===== src/rtl/oddr_pattern_gen.sv =====
// oddr_pattern_gen
// Multi-channel DDR pattern source for external ODDR primitives and tristate
// buffers. A rising edge on enable launches one framed sequence:
// LEAD (oe on, data 0) -> RUN (pattern data) -> TAIL (oe on, data 0) -> IDLE.
// The first IDLE cycle after a sequence carries a one-cycle done pulse.
// All outputs are registered. They follow the state register by one cycle,
// so the frame that a state produces appears on the edge after that state
// is entered.
module oddr_pattern_gen #(
    parameter int NUM_CH   = 4,
    parameter int PAT_W    = 16,
    parameter int CNT_W    = 16,
    parameter int LEAD_CYC = 2
) (
    input  logic              clk,
    input  logic              rst_n,
    input  logic              enable,
    input  logic [1:0]        mode,
    input  logic [PAT_W-1:0]  pattern,
    input  logic [CNT_W-1:0]  burst_len,
    input  logic [NUM_CH-1:0] ch_mask,
    output logic [NUM_CH-1:0] d_rise,
    output logic [NUM_CH-1:0] d_fall,
    output logic [NUM_CH-1:0] oe,
    output logic              busy,
    output logic              done
);

    localparam int LEAD_W = (LEAD_CYC > 1) ? $clog2(LEAD_CYC) : 1;
    localparam logic [LEAD_W-1:0] LEAD_LAST = LEAD_W'(LEAD_CYC - 1);

    localparam logic [1:0] MODE_CLKFWD  = 2'd0;
    localparam logic [1:0] MODE_PATTERN = 2'd1;
    localparam logic [1:0] MODE_PRBS7   = 2'd2;

    typedef enum logic [1:0] {
        ST_IDLE = 2'd0,
        ST_LEAD = 2'd1,
        ST_RUN  = 2'd2,
        ST_TAIL = 2'd3
    } state_t;

    state_t             state;
    logic               enable_q;
    logic [1:0]         mode_q;
    logic [PAT_W-1:0]   pat_q;
    logic [CNT_W-1:0]   burst_q;
    logic [NUM_CH-1:0]  mask_q;
    logic [6:0]         lfsr;
    logic [CNT_W-1:0]   run_cnt;
    logic [LEAD_W-1:0]  lead_cnt;
    logic               done_pend;

    logic               nb1;
    logic               nb2;
    logic [6:0]         lfsr_1;
    logic [6:0]         lfsr_2;

    // Two x^7+x^6+1 steps per cycle: the first new bit feeds rise, the second fall.
    always_comb begin
        nb1    = lfsr[6] ^ lfsr[5];
        lfsr_1 = {lfsr[5:0], nb1};
        nb2    = lfsr_1[6] ^ lfsr_1[5];
        lfsr_2 = {lfsr_1[5:0], nb2};
    end

    // Sequencer FSM with registered channel outputs, busy and done.
    always_ff @(posedge clk or negedge rst_n) begin
        if (!rst_n) begin
            state     <= ST_IDLE;
            enable_q  <= 1'b1;     // a fresh rising edge is needed after reset
            mode_q    <= '0;
            pat_q     <= '0;
            burst_q   <= '0;
            mask_q    <= '0;
            lfsr      <= 7'h7F;
            run_cnt   <= '0;
            lead_cnt  <= '0;
            done_pend <= 1'b0;
            d_rise    <= '0;
            d_fall    <= '0;
            oe        <= '0;
            busy      <= 1'b0;
            done      <= 1'b0;
        end else begin
            enable_q <= enable;
            done     <= 1'b0;
            case (state)
                ST_IDLE: begin
                    d_rise    <= '0;
                    d_fall    <= '0;
                    oe        <= '0;
                    busy      <= 1'b0;
                    done      <= done_pend;
                    done_pend <= 1'b0;
                    if (enable && !enable_q) begin
                        mode_q   <= mode;
                        pat_q    <= pattern;
                        burst_q  <= burst_len;
                        mask_q   <= ch_mask;
                        lfsr     <= 7'h7F;
                        run_cnt  <= '0;
                        lead_cnt <= '0;
                        state    <= (LEAD_CYC == 0) ? ST_RUN : ST_LEAD;
                    end
                end

                ST_LEAD: begin
                    d_rise <= '0;
                    d_fall <= '0;
                    oe     <= mask_q;
                    busy   <= 1'b1;
                    if (!enable) begin
                        // Abort: this edge already emits the tail frame.
                        done_pend <= 1'b1;
                        state     <= ST_IDLE;
                    end else if (lead_cnt == LEAD_LAST) begin
                        state <= ST_RUN;
                    end else begin
                        lead_cnt <= lead_cnt + 1'b1;
                    end
                end

                ST_RUN: begin
                    oe   <= mask_q;
                    busy <= 1'b1;
                    if (!enable) begin
                        // Abort: the tail frame replaces this cycle's data.
                        d_rise    <= '0;
                        d_fall    <= '0;
                        done_pend <= 1'b1;
                        state     <= ST_IDLE;
                    end else begin
                        case (mode_q)
                            MODE_CLKFWD: begin
                                d_rise <= mask_q;
                                d_fall <= '0;
                            end
                            MODE_PATTERN: begin
                                d_rise <= {NUM_CH{pat_q[PAT_W-1]}} & mask_q;
                                d_fall <= {NUM_CH{pat_q[PAT_W-2]}} & mask_q;
                                // Rotate left by one DDR pair; written with shifts
                                // so PAT_W = 2 needs no zero-width slice.
                                pat_q  <= (pat_q << 2) | (pat_q >> (PAT_W - 2));
                            end
                            MODE_PRBS7: begin
                                d_rise <= {NUM_CH{nb1}} & mask_q;
                                d_fall <= {NUM_CH{nb2}} & mask_q;
                                lfsr   <= lfsr_2;
                            end
                            default: begin
                                d_rise <= mask_q;
                                d_fall <= mask_q;
                            end
                        endcase
                        // Continuous bursts never count, so they cannot wrap into TAIL.
                        if (burst_q != '0) begin
                            if (run_cnt == burst_q - 1'b1) begin
                                state <= ST_TAIL;
                            end else begin
                                run_cnt <= run_cnt + 1'b1;
                            end
                        end
                    end
                end

                ST_TAIL: begin
                    d_rise    <= '0;
                    d_fall    <= '0;
                    oe        <= mask_q;
                    busy      <= 1'b1;
                    done_pend <= 1'b1;
                    state     <= ST_IDLE;
                end

                default: begin
                    state <= ST_IDLE;
                end
            endcase
        end
    end

endmodule


===== config.mk =====
export PLATFORM = sky130hd
export DESIGN_NAME = oddr_pattern_gen
export DESIGN_NICKNAME = d
export VERILOG_FILES = /design/src/rtl/oddr_pattern_gen.sv
export SDC_FILE = /design/constraint.sdc
export NUM_CORES = 1
export LEC_CHECK = 0
export CORE_UTILIZATION = 35
export DETAILED_ROUTE_END_ITERATION = 10
export MAX_ROUTING_LAYER = met4
export PLACE_DENSITY = 0.53
export SETUP_SLACK_MARGIN = 0.3
export SKIP_LAST_GASP = 1
export SLEW_MARGIN = 25
export SYNTH_ARGS = -nofsm -noshare
export SYNTH_HDL_FRONTEND = slang
export SYNTH_SLANG_ARGS = --single-unit

===== constraint.sdc =====
create_clock -name clk -period 4.6 [get_ports clk]
set_clock_uncertainty 0.1 [all_clocks]
set_input_delay 0.69 -clock clk [delete_from_list [all_inputs] [get_ports clk]]
set_output_delay 0.69 -clock clk [all_outputs]
set_load 0.02 [all_outputs]

==> flow_metrics.env <==
export IMPL_critPathRequiredTime_ps=4760
export IMPL_finalCriticalPeriod_ps=3320
export IMPL_critPathMaxFanout=8
export IMPL_synthAdderAreaFrac=0.0227
export IMPL_first_iter_violations=204
export IMPL_die_area_sq_um=13000
export IMPL_worst_pin_slew_ps=652
export IMPL_maxCapViolCount=0
export IMPL_dieWidth_microns=114
export IMPL_viasPerCell=5.17
export IMPL_yosysWarnings=0
export IMPL_fin_area_sq_um=5360
export IMPL_synthSimpleGateAreaFrac=0.184
export IMPL_synth_top_area_cell="dfrtp_1"
export IMPL_setup_tns_ps=0
export IMPL_final_cells=673
export IMPL_grt_pass1_wl_mm=17.0
export IMPL_cts_clk_slew_worst_paths_ps=60
export IMPL_cts_root_buf="clkbuf_16"
export IMPL_ys_types=56
export IMPL_clkLatencyLatePin_ps=340
export IMPL_drc=0
export IMPL_coreArea_sq_um=12100
export IMPL_fmax_mhz=301
export IMPL_endpoint_kind="flip-flop"
export IMPL_synthMuxAreaShare=0.102
export IMPL_firstDrtPassIters=4
export IMPL_drive_gt1_frac=0.125
export IMPL_cts_sinks=80
export IMPL_synth_xor_xnor_area_share=0.0398
export IMPL_drv_slew=0
export IMPL_wirelength_mm=10.3
export IMPL_final_nets=549
export IMPL_path_cells="inv_1, ha_1, nand2b_1, o41a_1, o2bb2ai_1, nor2_1, or4_1, or4_1, a31oi_1, mux2i_1"
export IMPL_fp_dieH_microns=114
export IMPL_critPathLaunchType="flip-flop"
export IMPL_synthTopCellsByCount="dfrtp_1 (72), nand2_1 (55), nor2_1 (30)"
export IMPL_seq_area_frac_synth=0.457
export IMPL_io_pins=55
export IMPL_cp_common_cell="or4_1"
export IMPL_worstSetupPathType="flip-flop to flip-flop"
export IMPL_finalHoldViolations=0
export IMPL_syn_inst=459
export IMPL_initial_core_util=0.363
export IMPL_routabilityCongestion=0.832
export IMPL_cts_max_level=3
export IMPL_routedWlPerCell_microns=15.3
export IMPL_antenna_found_initial=0
export IMPL_utilization=0.442
export IMPL_grt_overflow_total=0
export IMPL_yosysMostFrequentCell="dfrtp_1"
export IMPL_setup_viol=0
export IMPL_ant_nets=0
export IMPL_cts_buffers=9
export IMPL_rsz0062_at_grt="no"
export IMPL_synth_top_family_by_area="simple AND/OR/NAND/NOR gates"
export IMPL_grt_use_total=0.176
export IMPL_syn_area_sq_um=4400
export IMPL_outcome="finished clean"
export IMPL_dp_cells=657
export IMPL_grt_max_degree=47
export IMPL_fillers=1224
export IMPL_relSlewSlack=0.563
export IMPL_vias=3481
export IMPL_vdd_drop_max_v=0.000220
export IMPL_synth_top_area_share=0.409
export IMPL_slowest_delay_ps=570
export IMPL_cts_tree="built"
export IMPL_post_cts_setup_buffer_count=0
export IMPL_antenna_cells=0
export IMPL_fin_crit_sh=0.722
export IMPL_grt_pass1_vias=3325
export IMPL_dpl_cell_area_sq_um=5060
export IMPL_cts_resized=0
export IMPL_hpwl_mm=7.32
export IMPL_synth_top_cells_by_area="dfrtp_1 (41%), mux2_2 (5.6%), dfstp_2 (4.8%), nand2_1 (4.7%), mux2i_1 (4.5%)"
export IMPL_syn_num_nets=508
export IMPL_hp_class="input pin to async pin"
export IMPL_std_cell_rows=40
export IMPL_portBuffers=54
export IMPL_synth_ff_latch_count=80
export IMPL_regToRegSetupSlack_ps=1280
export IMPL_yosys_most_used_dff="dfrtp_1"
export IMPL_synth_enable_flop_cells=0
export IMPL_p_leak_nw=2.19
export IMPL_critPathArrivalTime_ps=3490
export IMPL_cts_hold_buf=0
export IMPL_synthArstFlopShare=1.00
export IMPL_crit_slowest_cell="or4_1"
export IMPL_synth_compound_area_frac=0.149
export IMPL_postSynthAreaPerCell_sq_um=9.59
export IMPL_power_density_nw_per_um2=578
export IMPL_areaGrowthSynthToFinish_pct=21.7
export IMPL_clock_path_buffers=2
## through the flow
step,hold slack (ps),setup WS [ps],total power [W]
final,261,1280,0.00310
after global routing,295,1090,0.00334
after CTS,278,1280,0.00313
after detailed placement,345,1310,0.00242
after global placement,341,1340,0.00240
after floorplan,294,1570,0.00207
## logic make-up (layout without fill, tap and decap cells)
logic type | Yosys count | count (layout)
AO/OA/AOI/OAI | 95 | 95
XOR/XNOR | 20 | 20
adder cells (fa/ha/maj) | 8 | 8
buffers and inverters | 47 | 93
flip-flops | 80 | 80
multiplexers | 42 | 42
AND/OR/NAND/NOR | 167 | 167
## layout make-up
class | count | area (sq um) | share of cell area
Multi-Input combinational cell | 332 | 2200 | 0.411
Sequential cell | 80 | 2010 | 0.376
Timing Repair Buffer | 59 | 576 | 0.107
Clock buffer | 10 | 239 | 0.0446
Tap cell | 168 | 210 | 0.0392
Inverter | 18 | 67.6 | 0.0126
Clock inverter | 6 | 51.3 | 0.00957
## cell usage in the layout, fill, tap and decap left out, types with 5 or more instances in the layout
cell | netlist | layout
clkbuf_16 | 0 | 9
a21oi_1 | 16 | 16
or4_1 | 5 | 5
dfrtp_1 | 72 | 72
xnor2_1 | 17 | 17
o2111ai_1 | 5 | 5
and3_1 | 5 | 5
nor2b_1 | 6 | 6
nor2_1 | 30 | 30
mux2_2 | 22 | 22
o211ai_1 | 7 | 7
clkdlybuf4s50_1 | 0 | 53
ha_1 | 8 | 8
or3_1 | 6 | 6
inv_1 | 18 | 18
mux2i_1 | 20 | 20
nor4_1 | 6 | 6
nor3_1 | 21 | 21
nand4_1 | 9 | 9
o21ai_0 | 28 | 27
a31oi_1 | 7 | 7
nand3_1 | 15 | 15
buf_4 | 0 | 6
dfstp_2 | 8 | 8
nand2_1 | 55 | 55
## critical path: cells and delay by family (launching register included)
family                   cells  cell delay (ps)
AO/OA/AOI/OAI                3              850
AND/OR/NAND/NOR              4             1330
adder cells (fa/ha/maj)      1              220
buffers and inverters        1              100
flip-flops                   1              430
multiplexers                 1              210
## registers in the layout, summed over array words and instances, names as in the netlist, 4 cells and up
register,flops
mask_q,4
lfsr,7
pat_q,16
burst_q,16
run_cnt,16
d_fall,4
d_rise,4
oe,4
## metal layers
metal | wire length (microns) | up-vias | GRT usage | part of all wire
li1 | - | 1736 | - | -
met1 | 4950 | 1668 | 0.226 | 0.48
met2 | 4910 | 71 | 0.278 | 0.47
met3 | 384 | 6 | 0.0445 | 0.037
met4 | 84 | 0 | 0.0416 | 0.0081
met5 | 0 | - | - | 0
## power by group
group	switching [W]	leakage, nW	total (W)	internal, W
combinational	0.000669	1.06	0.00119	0.000519
clock	0.000311	0.133	0.000697	0.000387
sequential	0.000235	1.00	0.00121	0.000975
## final timing paths
check	depth (start not counted)	to	startpoint
setup / recovery	10	state[1]	burst_q[0]
hold / removal	1	run_cnt[3]	rst_n
setup reg to reg	10	state[1]	burst_q[0]
hold reg to reg	2	lfsr[3]	lfsr[3]
max in group asynchronous	2	burst_q[13]	rst_n
min in group clk	2	lfsr[3]	lfsr[3]
Note: power is estimated with default switching activity, not from simulation.
